[src/rtl/alu_pkg.sv]
// Shared ALU unit codes and collector FSM state type.
package alu_pkg;

  localparam logic [1:0] ARITH = 2'b00;
  localparam logic [1:0] LOGIC = 2'b01;
  localparam logic [1:0] CMP   = 2'b10;
  localparam logic [1:0] SHIFT = 2'b11;

  typedef enum logic [1:0] {
    IDLE    = 2'b00,
    SEND_LO = 2'b01,
    SEND_HI = 2'b10
  } state_t;

endpackage

[src/rtl/alu_result_collector_if.sv]
// Result-collection and TX byte-stream bundle for alu_result_collector.
interface alu_result_collector_if #(parameter int WIDTH = 8);

  logic                 Arith_Valid;
  logic                 Logic_Valid;
  logic                 CMP_Valid;
  logic                 SHIFT_Valid;
  logic [2*WIDTH-1:0]   Arith_Result;
  logic [WIDTH-1:0]     Logic_Result;
  logic [WIDTH-1:0]     CMP_Result;
  logic [WIDTH-1:0]     SHIFT_Result;
  logic                 TX_Ready;

  logic [2*WIDTH-1:0]   ALU_OUT;
  logic                 OUT_Valid;
  logic [1:0]           Unit_Code;
  logic [WIDTH-1:0]     TX_Data;
  logic                 TX_Valid;
  logic                 Busy;
  logic                 Sel_Error;
  logic                 Overrun;

  // Environment side: ALU units and TX sink.
  modport master (
    output Arith_Valid, Logic_Valid, CMP_Valid, SHIFT_Valid,
    output Arith_Result, Logic_Result, CMP_Result, SHIFT_Result,
    output TX_Ready,
    input  ALU_OUT, OUT_Valid, Unit_Code, TX_Data, TX_Valid,
    input  Busy, Sel_Error, Overrun
  );

  // Collector side.
  modport slave (
    input  Arith_Valid, Logic_Valid, CMP_Valid, SHIFT_Valid,
    input  Arith_Result, Logic_Result, CMP_Result, SHIFT_Result,
    input  TX_Ready,
    output ALU_OUT, OUT_Valid, Unit_Code, TX_Data, TX_Valid,
    output Busy, Sel_Error, Overrun
  );

endinterface

[src/rtl/alu_unit_encoder.sv]
// Encodes the four one-hot unit valids to a 2-bit unit code with any/multi flags.
module alu_unit_encoder
  import alu_pkg::*;
(
  input  logic       arith_valid,
  input  logic       logic_valid,
  input  logic       cmp_valid,
  input  logic       shift_valid,
  output logic [1:0] code,
  output logic       any,
  output logic       multi
);

  // Code is only meaningful when exactly one valid is set.
  always_comb begin
    code  = {cmp_valid | shift_valid, logic_valid | shift_valid};
    any   = arith_valid | logic_valid | cmp_valid | shift_valid;
    multi = (arith_valid & logic_valid) | (arith_valid & cmp_valid) |
            (arith_valid & shift_valid) | (logic_valid & cmp_valid) |
            (logic_valid & shift_valid) | (cmp_valid & shift_valid);
  end

endmodule

[src/rtl/alu_result_collector.sv]
// Collects ALU unit results, registers them with their unit code and streams
// them to the TX path as one byte (logic/cmp/shift) or two bytes (arith).
module alu_result_collector
  import alu_pkg::*;
#(
  parameter int WIDTH = 8
)
(
  input  logic                  CLK,
  input  logic                  RST,
  alu_result_collector_if.slave bus
);

  logic [1:0]         code;
  logic               any;
  logic               multi;
  logic [2*WIDTH-1:0] capture_data;

  state_t             state;
  logic [2*WIDTH-1:0] alu_out;
  logic [1:0]         unit_code;
  logic               out_valid;
  logic               tx_valid;
  logic               sel_error;
  logic               overrun;

  alu_unit_encoder u_encoder (
    .arith_valid (bus.Arith_Valid),
    .logic_valid (bus.Logic_Valid),
    .cmp_valid   (bus.CMP_Valid),
    .shift_valid (bus.SHIFT_Valid),
    .code        (code),
    .any         (any),
    .multi       (multi)
  );

  // Select the result of the reporting unit, zero-extending the narrow ones.
  always_comb begin
    capture_data = '0;
    case (code)
      ARITH:   capture_data = bus.Arith_Result;
      LOGIC:   capture_data = {{WIDTH{1'b0}}, bus.Logic_Result};
      CMP:     capture_data = {{WIDTH{1'b0}}, bus.CMP_Result};
      default: capture_data = {{WIDTH{1'b0}}, bus.SHIFT_Result};
    endcase
  end

  // Capture register, send FSM and error pulse flops.
  always_ff @(posedge CLK or negedge RST) begin
    if (!RST) begin
      state     <= IDLE;
      alu_out   <= '0;
      unit_code <= ARITH;
      out_valid <= 1'b0;
      tx_valid  <= 1'b0;
      sel_error <= 1'b0;
      overrun   <= 1'b0;
    end else begin
      out_valid <= 1'b0;
      sel_error <= multi;
      // The final handshake cycle is still busy, so a valid there is dropped.
      overrun   <= any && (state != IDLE);
      case (state)
        IDLE: begin
          if (any && !multi) begin
            alu_out   <= capture_data;
            unit_code <= code;
            out_valid <= 1'b1;
            tx_valid  <= 1'b1;
            state     <= SEND_LO;
          end
        end
        SEND_LO: begin
          if (bus.TX_Ready) begin
            if (unit_code == ARITH) begin
              state <= SEND_HI;
            end else begin
              state    <= IDLE;
              tx_valid <= 1'b0;
            end
          end
        end
        SEND_HI: begin
          if (bus.TX_Ready) begin
            state    <= IDLE;
            tx_valid <= 1'b0;
          end
        end
        default: begin
          state    <= IDLE;
          tx_valid <= 1'b0;
        end
      endcase
    end
  end

  assign bus.ALU_OUT   = alu_out;
  assign bus.OUT_Valid = out_valid;
  assign bus.Unit_Code = unit_code;
  assign bus.TX_Valid  = tx_valid;
  assign bus.TX_Data   = (state == SEND_HI) ? alu_out[2*WIDTH-1:WIDTH] : alu_out[WIDTH-1:0];
  assign bus.Busy      = (state != IDLE);
  assign bus.Sel_Error = sel_error;
  assign bus.Overrun   = overrun;

endmodule
[src/flat_wrapper.sv]
// flat-port wrapper written by rule: the top's interface ports become plain ports
module alu_result_collector_flat import alu_pkg::*;
#(
  parameter int WIDTH = 8
)
  (CLK, RST, bus_Arith_Valid, bus_Logic_Valid, bus_CMP_Valid, bus_SHIFT_Valid, bus_Arith_Result, bus_Logic_Result, bus_CMP_Result, bus_SHIFT_Result, bus_TX_Ready, bus_ALU_OUT, bus_OUT_Valid, bus_Unit_Code, bus_TX_Data, bus_TX_Valid, bus_Busy, bus_Sel_Error, bus_Overrun);
  alu_result_collector_if #(.WIDTH(WIDTH)) bus_i ();
  input  logic CLK;
  input  logic RST;
  input wire logic [$bits(bus_i.Arith_Valid)-1:0] bus_Arith_Valid;
  input wire logic [$bits(bus_i.Logic_Valid)-1:0] bus_Logic_Valid;
  input wire logic [$bits(bus_i.CMP_Valid)-1:0] bus_CMP_Valid;
  input wire logic [$bits(bus_i.SHIFT_Valid)-1:0] bus_SHIFT_Valid;
  input wire logic [$bits(bus_i.Arith_Result)-1:0] bus_Arith_Result;
  input wire logic [$bits(bus_i.Logic_Result)-1:0] bus_Logic_Result;
  input wire logic [$bits(bus_i.CMP_Result)-1:0] bus_CMP_Result;
  input wire logic [$bits(bus_i.SHIFT_Result)-1:0] bus_SHIFT_Result;
  input wire logic [$bits(bus_i.TX_Ready)-1:0] bus_TX_Ready;
  output wire logic [$bits(bus_i.ALU_OUT)-1:0] bus_ALU_OUT;
  output wire logic [$bits(bus_i.OUT_Valid)-1:0] bus_OUT_Valid;
  output wire logic [$bits(bus_i.Unit_Code)-1:0] bus_Unit_Code;
  output wire logic [$bits(bus_i.TX_Data)-1:0] bus_TX_Data;
  output wire logic [$bits(bus_i.TX_Valid)-1:0] bus_TX_Valid;
  output wire logic [$bits(bus_i.Busy)-1:0] bus_Busy;
  output wire logic [$bits(bus_i.Sel_Error)-1:0] bus_Sel_Error;
  output wire logic [$bits(bus_i.Overrun)-1:0] bus_Overrun;
  assign bus_i.Arith_Valid = bus_Arith_Valid;
  assign bus_i.Logic_Valid = bus_Logic_Valid;
  assign bus_i.CMP_Valid = bus_CMP_Valid;
  assign bus_i.SHIFT_Valid = bus_SHIFT_Valid;
  assign bus_i.Arith_Result = bus_Arith_Result;
  assign bus_i.Logic_Result = bus_Logic_Result;
  assign bus_i.CMP_Result = bus_CMP_Result;
  assign bus_i.SHIFT_Result = bus_SHIFT_Result;
  assign bus_i.TX_Ready = bus_TX_Ready;
  assign bus_ALU_OUT = bus_i.ALU_OUT;
  assign bus_OUT_Valid = bus_i.OUT_Valid;
  assign bus_Unit_Code = bus_i.Unit_Code;
  assign bus_TX_Data = bus_i.TX_Data;
  assign bus_TX_Valid = bus_i.TX_Valid;
  assign bus_Busy = bus_i.Busy;
  assign bus_Sel_Error = bus_i.Sel_Error;
  assign bus_Overrun = bus_i.Overrun;
  alu_result_collector #(.WIDTH(WIDTH)) u_core (.CLK(CLK), .RST(RST), .bus(bus_i));
endmodule
[config.mk]
export PLATFORM = sky130hd
export DESIGN_NAME = alu_result_collector_flat
export DESIGN_NICKNAME = d
export VERILOG_FILES = /design/src/rtl/alu_pkg.sv /design/src/rtl/alu_result_collector_if.sv /design/src/rtl/alu_unit_encoder.sv /design/src/rtl/alu_result_collector.sv /design/src/flat_wrapper.sv
export SDC_FILE = /design/constraint.sdc
export NUM_CORES = 1
export LEC_CHECK = 0
export BUFFER_PORTS_ARGS = -buffer_cell sky130_fd_sc_hd__buf_4
export CAP_MARGIN = 20
export CELL_PAD_IN_SITES_DETAIL_PLACEMENT = 1
export CELL_PAD_IN_SITES_GLOBAL_PLACEMENT = 1
export CORE_ASPECT_RATIO = 1.2
export CORE_MARGIN = 5
export CORE_UTILIZATION = 32
export CTS_CLUSTER_DIAMETER = 150
export CTS_CLUSTER_SIZE = 12
export DETAILED_ROUTE_END_ITERATION = 8
export PLACE_DENSITY_LB_ADDON = 0.1
export SLEW_MARGIN = 20
export SYNTH_ARGS = -nofsm -noshare
export SYNTH_HDL_FRONTEND = slang
export SYNTH_SLANG_ARGS = --single-unit
[constraint.sdc]
create_clock -name CLK -period 1.8 [get_ports CLK]
set_clock_uncertainty 0.05 [all_clocks]
set_input_delay 0.36 -clock CLK [delete_from_list [all_inputs] [get_ports CLK]]
set_output_delay 0.36 -clock CLK [all_outputs]
set_load 0.005 [all_outputs]
==> run_results.csv <==
group,metric,value,unit
timing,finalCriticalPeriod,1830,ps
floorplan,start_util,0.335,
placement,dp_hpwl,3680,µm
yosys,yosysTopAreaCell,"dfrtp_1",
pwr,peakVddDrop,351,µV
floorplan,die_height,83.7,µm
yosys,synth-edff-count,0,
pwr,powerDensity,912,nW/µm²
min_path,min_path_type,"primary input to register",
cells_and_area,final_nets,277,
cts,clock_path_buffers,2,
yosys,synth_seq_cells,24,
worst_setup_path,path_cells,"nor2b_4 > buf_8 > mux2_4 > buf_6",
yosys,synth_cell_types,33,
timing,worst_slack,-26.7,ps
cells_and_area,area_growth,65.2,%
run,drv_cap,0,
detailed_routing,wl,4390,µm
cells_and_area,fin_cells,285,
cts,cts.sinks,24,
worst_setup_path,cp_num_buf_inv,2,
placement,port_buffers,77,
yosys,syn-cell-area,1450,µm²
worst_setup_path,path_delay_family,"flip-flops",
placement,place_inst,275,
timing,rsz0062_at_grt,"true",
timing,tightest_slew,310,ps
grt,grt_max_degree,25,
detailed_routing,drc_errors,0,
timing,period_share,1.01,
floorplan,die-area,5980,µm²
grt,grtUsageTotal,0.147,
yosys,yosys.area.top_type_share,0.414,
grt,antenna_found_initial,0,
cts,root_buffer,"clkbuf_8",
grt,grt_pass1_wl,7260,µm
detailed_routing,routedWlPerCell,15.4,µm
yosys,yosys_most_used_dff,"dfrtp_1",
cts,htreeDepth,1,
pwr,p_leak,1.15,nW
cells_and_area,drive_gt1_frac,0.559,
floorplan,num_rows,26,
cells_and_area,final_common_cell,"buf_4",
yosys,yosysWarnings,0,
floorplan,die_w,71.5,µm
detailed_routing,vias_per_cell,4.74,
cells_and_area,layout_common_cells,"buf_4, dfrtp_1, mux2_4, nand2_1, mux2i_1",
timing,setup_violations,8,
cts,clk_latency,260,ps
worst_setup_path,endpoint_kind,"output port",
grt,first_global_vias,1535,
worst_setup_path,crit_path_max_incr_delay,420,ps
timing,relSlewSlack,0.794,
outcome,status,"finished, violations left",
worst_setup_path,worstPathRequired,1390,ps
worst_setup_path,cp-start-kind,"register",
detailed_routing,antenna_left,0,
yosys,yosys-top-cells-area,"dfrtp_1, mux2i_1, mux2_2",
worst_setup_path,crit_path_top_delay_cell,"dfrtp_1",
yosys,syn_nets,181,
timing,hold_viol_final,0,
yosys,ys_async_sr_fraction,1.00,
cts,cts_tree,"done",
worst_setup_path,worstSetupPathType,"register to output port",
detailed_routing,via_count,1350,
worst_setup_path,path_max_fanout,8,
detailed_routing,drtIter0Drc,29,
yosys,postSynthAreaPerCell,10.8,µm²
placement,gp_congestion,0.815,
yosys,synthCells,134,
yosys,yosysSeqAreaShare,0.414,
pwr,p_total,2.19,mW
outcome,failed_checks,"negative setup slack",
grt,grt_overflow,0,
timing,timing.final.max_slew_violations,0,
cts,clkTransAtPathRegs,80,ps
detailed_routing,first_pass_iters,4,
timing,max_freq,547,MHz
floorplan,core,4330,µm²
floorplan,io_pins,78,
worst_setup_path,cp.arrival,1420,ps
cts,cts_buffers,3,
cells_and_area,antennaDiodeCount,0,
## cell type report
cell class | instances | area (µm²)
clock buffer | 4 | 55.1
multi-input combinational | 91 | 800
fill | 475 | 1930
sequential | 24 | 601
tap | 56 | 70.1
timing repair buffer | 100 | 833
inverter | 10 | 37.5
## metrics by stage
stage / setup WS (ps) / utilization / setup TNS (ps) / instance area [µm²] / hold slack (ps)
floorplan: 35.8 / - / 0 / 1460 / 14.4
global placement: -56.2 / 0.507 / -441 / 2190 / 221
detailed placement: -97.1 / 0.507 / -903 / 2190 / 225
CTS: -33.4 / 0.543 / -206 / 2350 / 258
global route: -87.6 / 0.554 / -646 / 2400 / 253
finish: -26.7 / 0.554 / -158 / 2400 / 263
## synth_stat cells, drive strengths merged, types with 2 or more instances
cell and count:
o21bai 5, o22ai 8, mux2i 13, a21oi 5
nor3 3, nand2 13, mux2 22, clkbuf 4
dfrtp 24, nor2 4, buf 5, or2 2
a31oi 5, inv 10
## cell families (layout without fill, tap and decap cells)
logic type / after synthesis / count (layout) / share of synthesized area
and+or+nand+nor: 27 / 27 / 0.0923
muxes: 35 / 35 / 0.281
buffers and inverters: 19 / 114 / 0.0690
AOI/OAI and AO/OA: 27 / 27 / 0.130
DFF: 24 / 24 / 0.414
adders and majority gates: 1 / 1 / 0.00690
xor gates and xnor gates: 1 / 1 / 0.00604
## what timing repair did
item	in CTS	in global routing
hold endpoints to repair	24	0
setup buffers	2	2
hold buffers	1	0
cloned	0	1
setup endpoints to repair	8	19
resized for setup	20	2
## sequential cells by signal (all words and copies together), names as in the netlist
| signal | flops |
|---|---|
| u_core.bus.Overrun | 1 |
| u_core.bus.ALU_OUT | 16 |
| u_core.bus.Sel_Error | 1 |
| u_core.state | 2 |
| u_core.bus.OUT_Valid | 1 |
| u_core.bus.Unit_Code | 2 |
| u_core.bus.TX_Valid | 1 |
## worst register-to-register path: cells and delay by family (launching register included)
kind / cells / cell delay, ps
DFF: 1 / 420
buffers and inverters: 2 / 370
muxes: 1 / 290
and+or+nand+nor: 1 / 250
AOI/OAI and AO/OA: 1 / 250
## routing by layer
metal  wire, µm  up-vias  track usage
met5          0        -            0
met4          0        0       0.0308
met3        360        0       0.0349
met2       2190       59        0.250
met1       1840      629        0.186
li1           -      662            -
## path summary, 6_finish.rpt
check / endpoint / cells after the start / from / slack, ps
setup / recovery: bus_TX_Data[1] / 4 / u_core.state[0]$_DFFE_PN0P_ / -30
min in group asynchronous: u_core.bus.OUT_Valid$_DFF_PN0_ / 2 / RST / 480
setup reg to reg: u_core.bus.ALU_OUT[6]$_DFFE_PN0P_ / 5 / u_core.state[0]$_DFFE_PN0P_ / 60
hold reg to reg: u_core.bus.TX_Valid$_DFFE_PN0P_ / 1 / u_core.bus.TX_Valid$_DFFE_PN0P_ / 460
hold / removal: u_core.state[0]$_DFFE_PN0P_ / 2 / bus_TX_Ready / 260
max in group asynchronous: u_core.bus.ALU_OUT[9]$_DFFE_PN0P_ / 2 / RST / 980
## power by group
group          internal, mW  switching (mW)
combinational         0.706           0.324
clock                 0.195           0.165
sequential            0.672           0.124
Power figures use the tool's default switching activity.
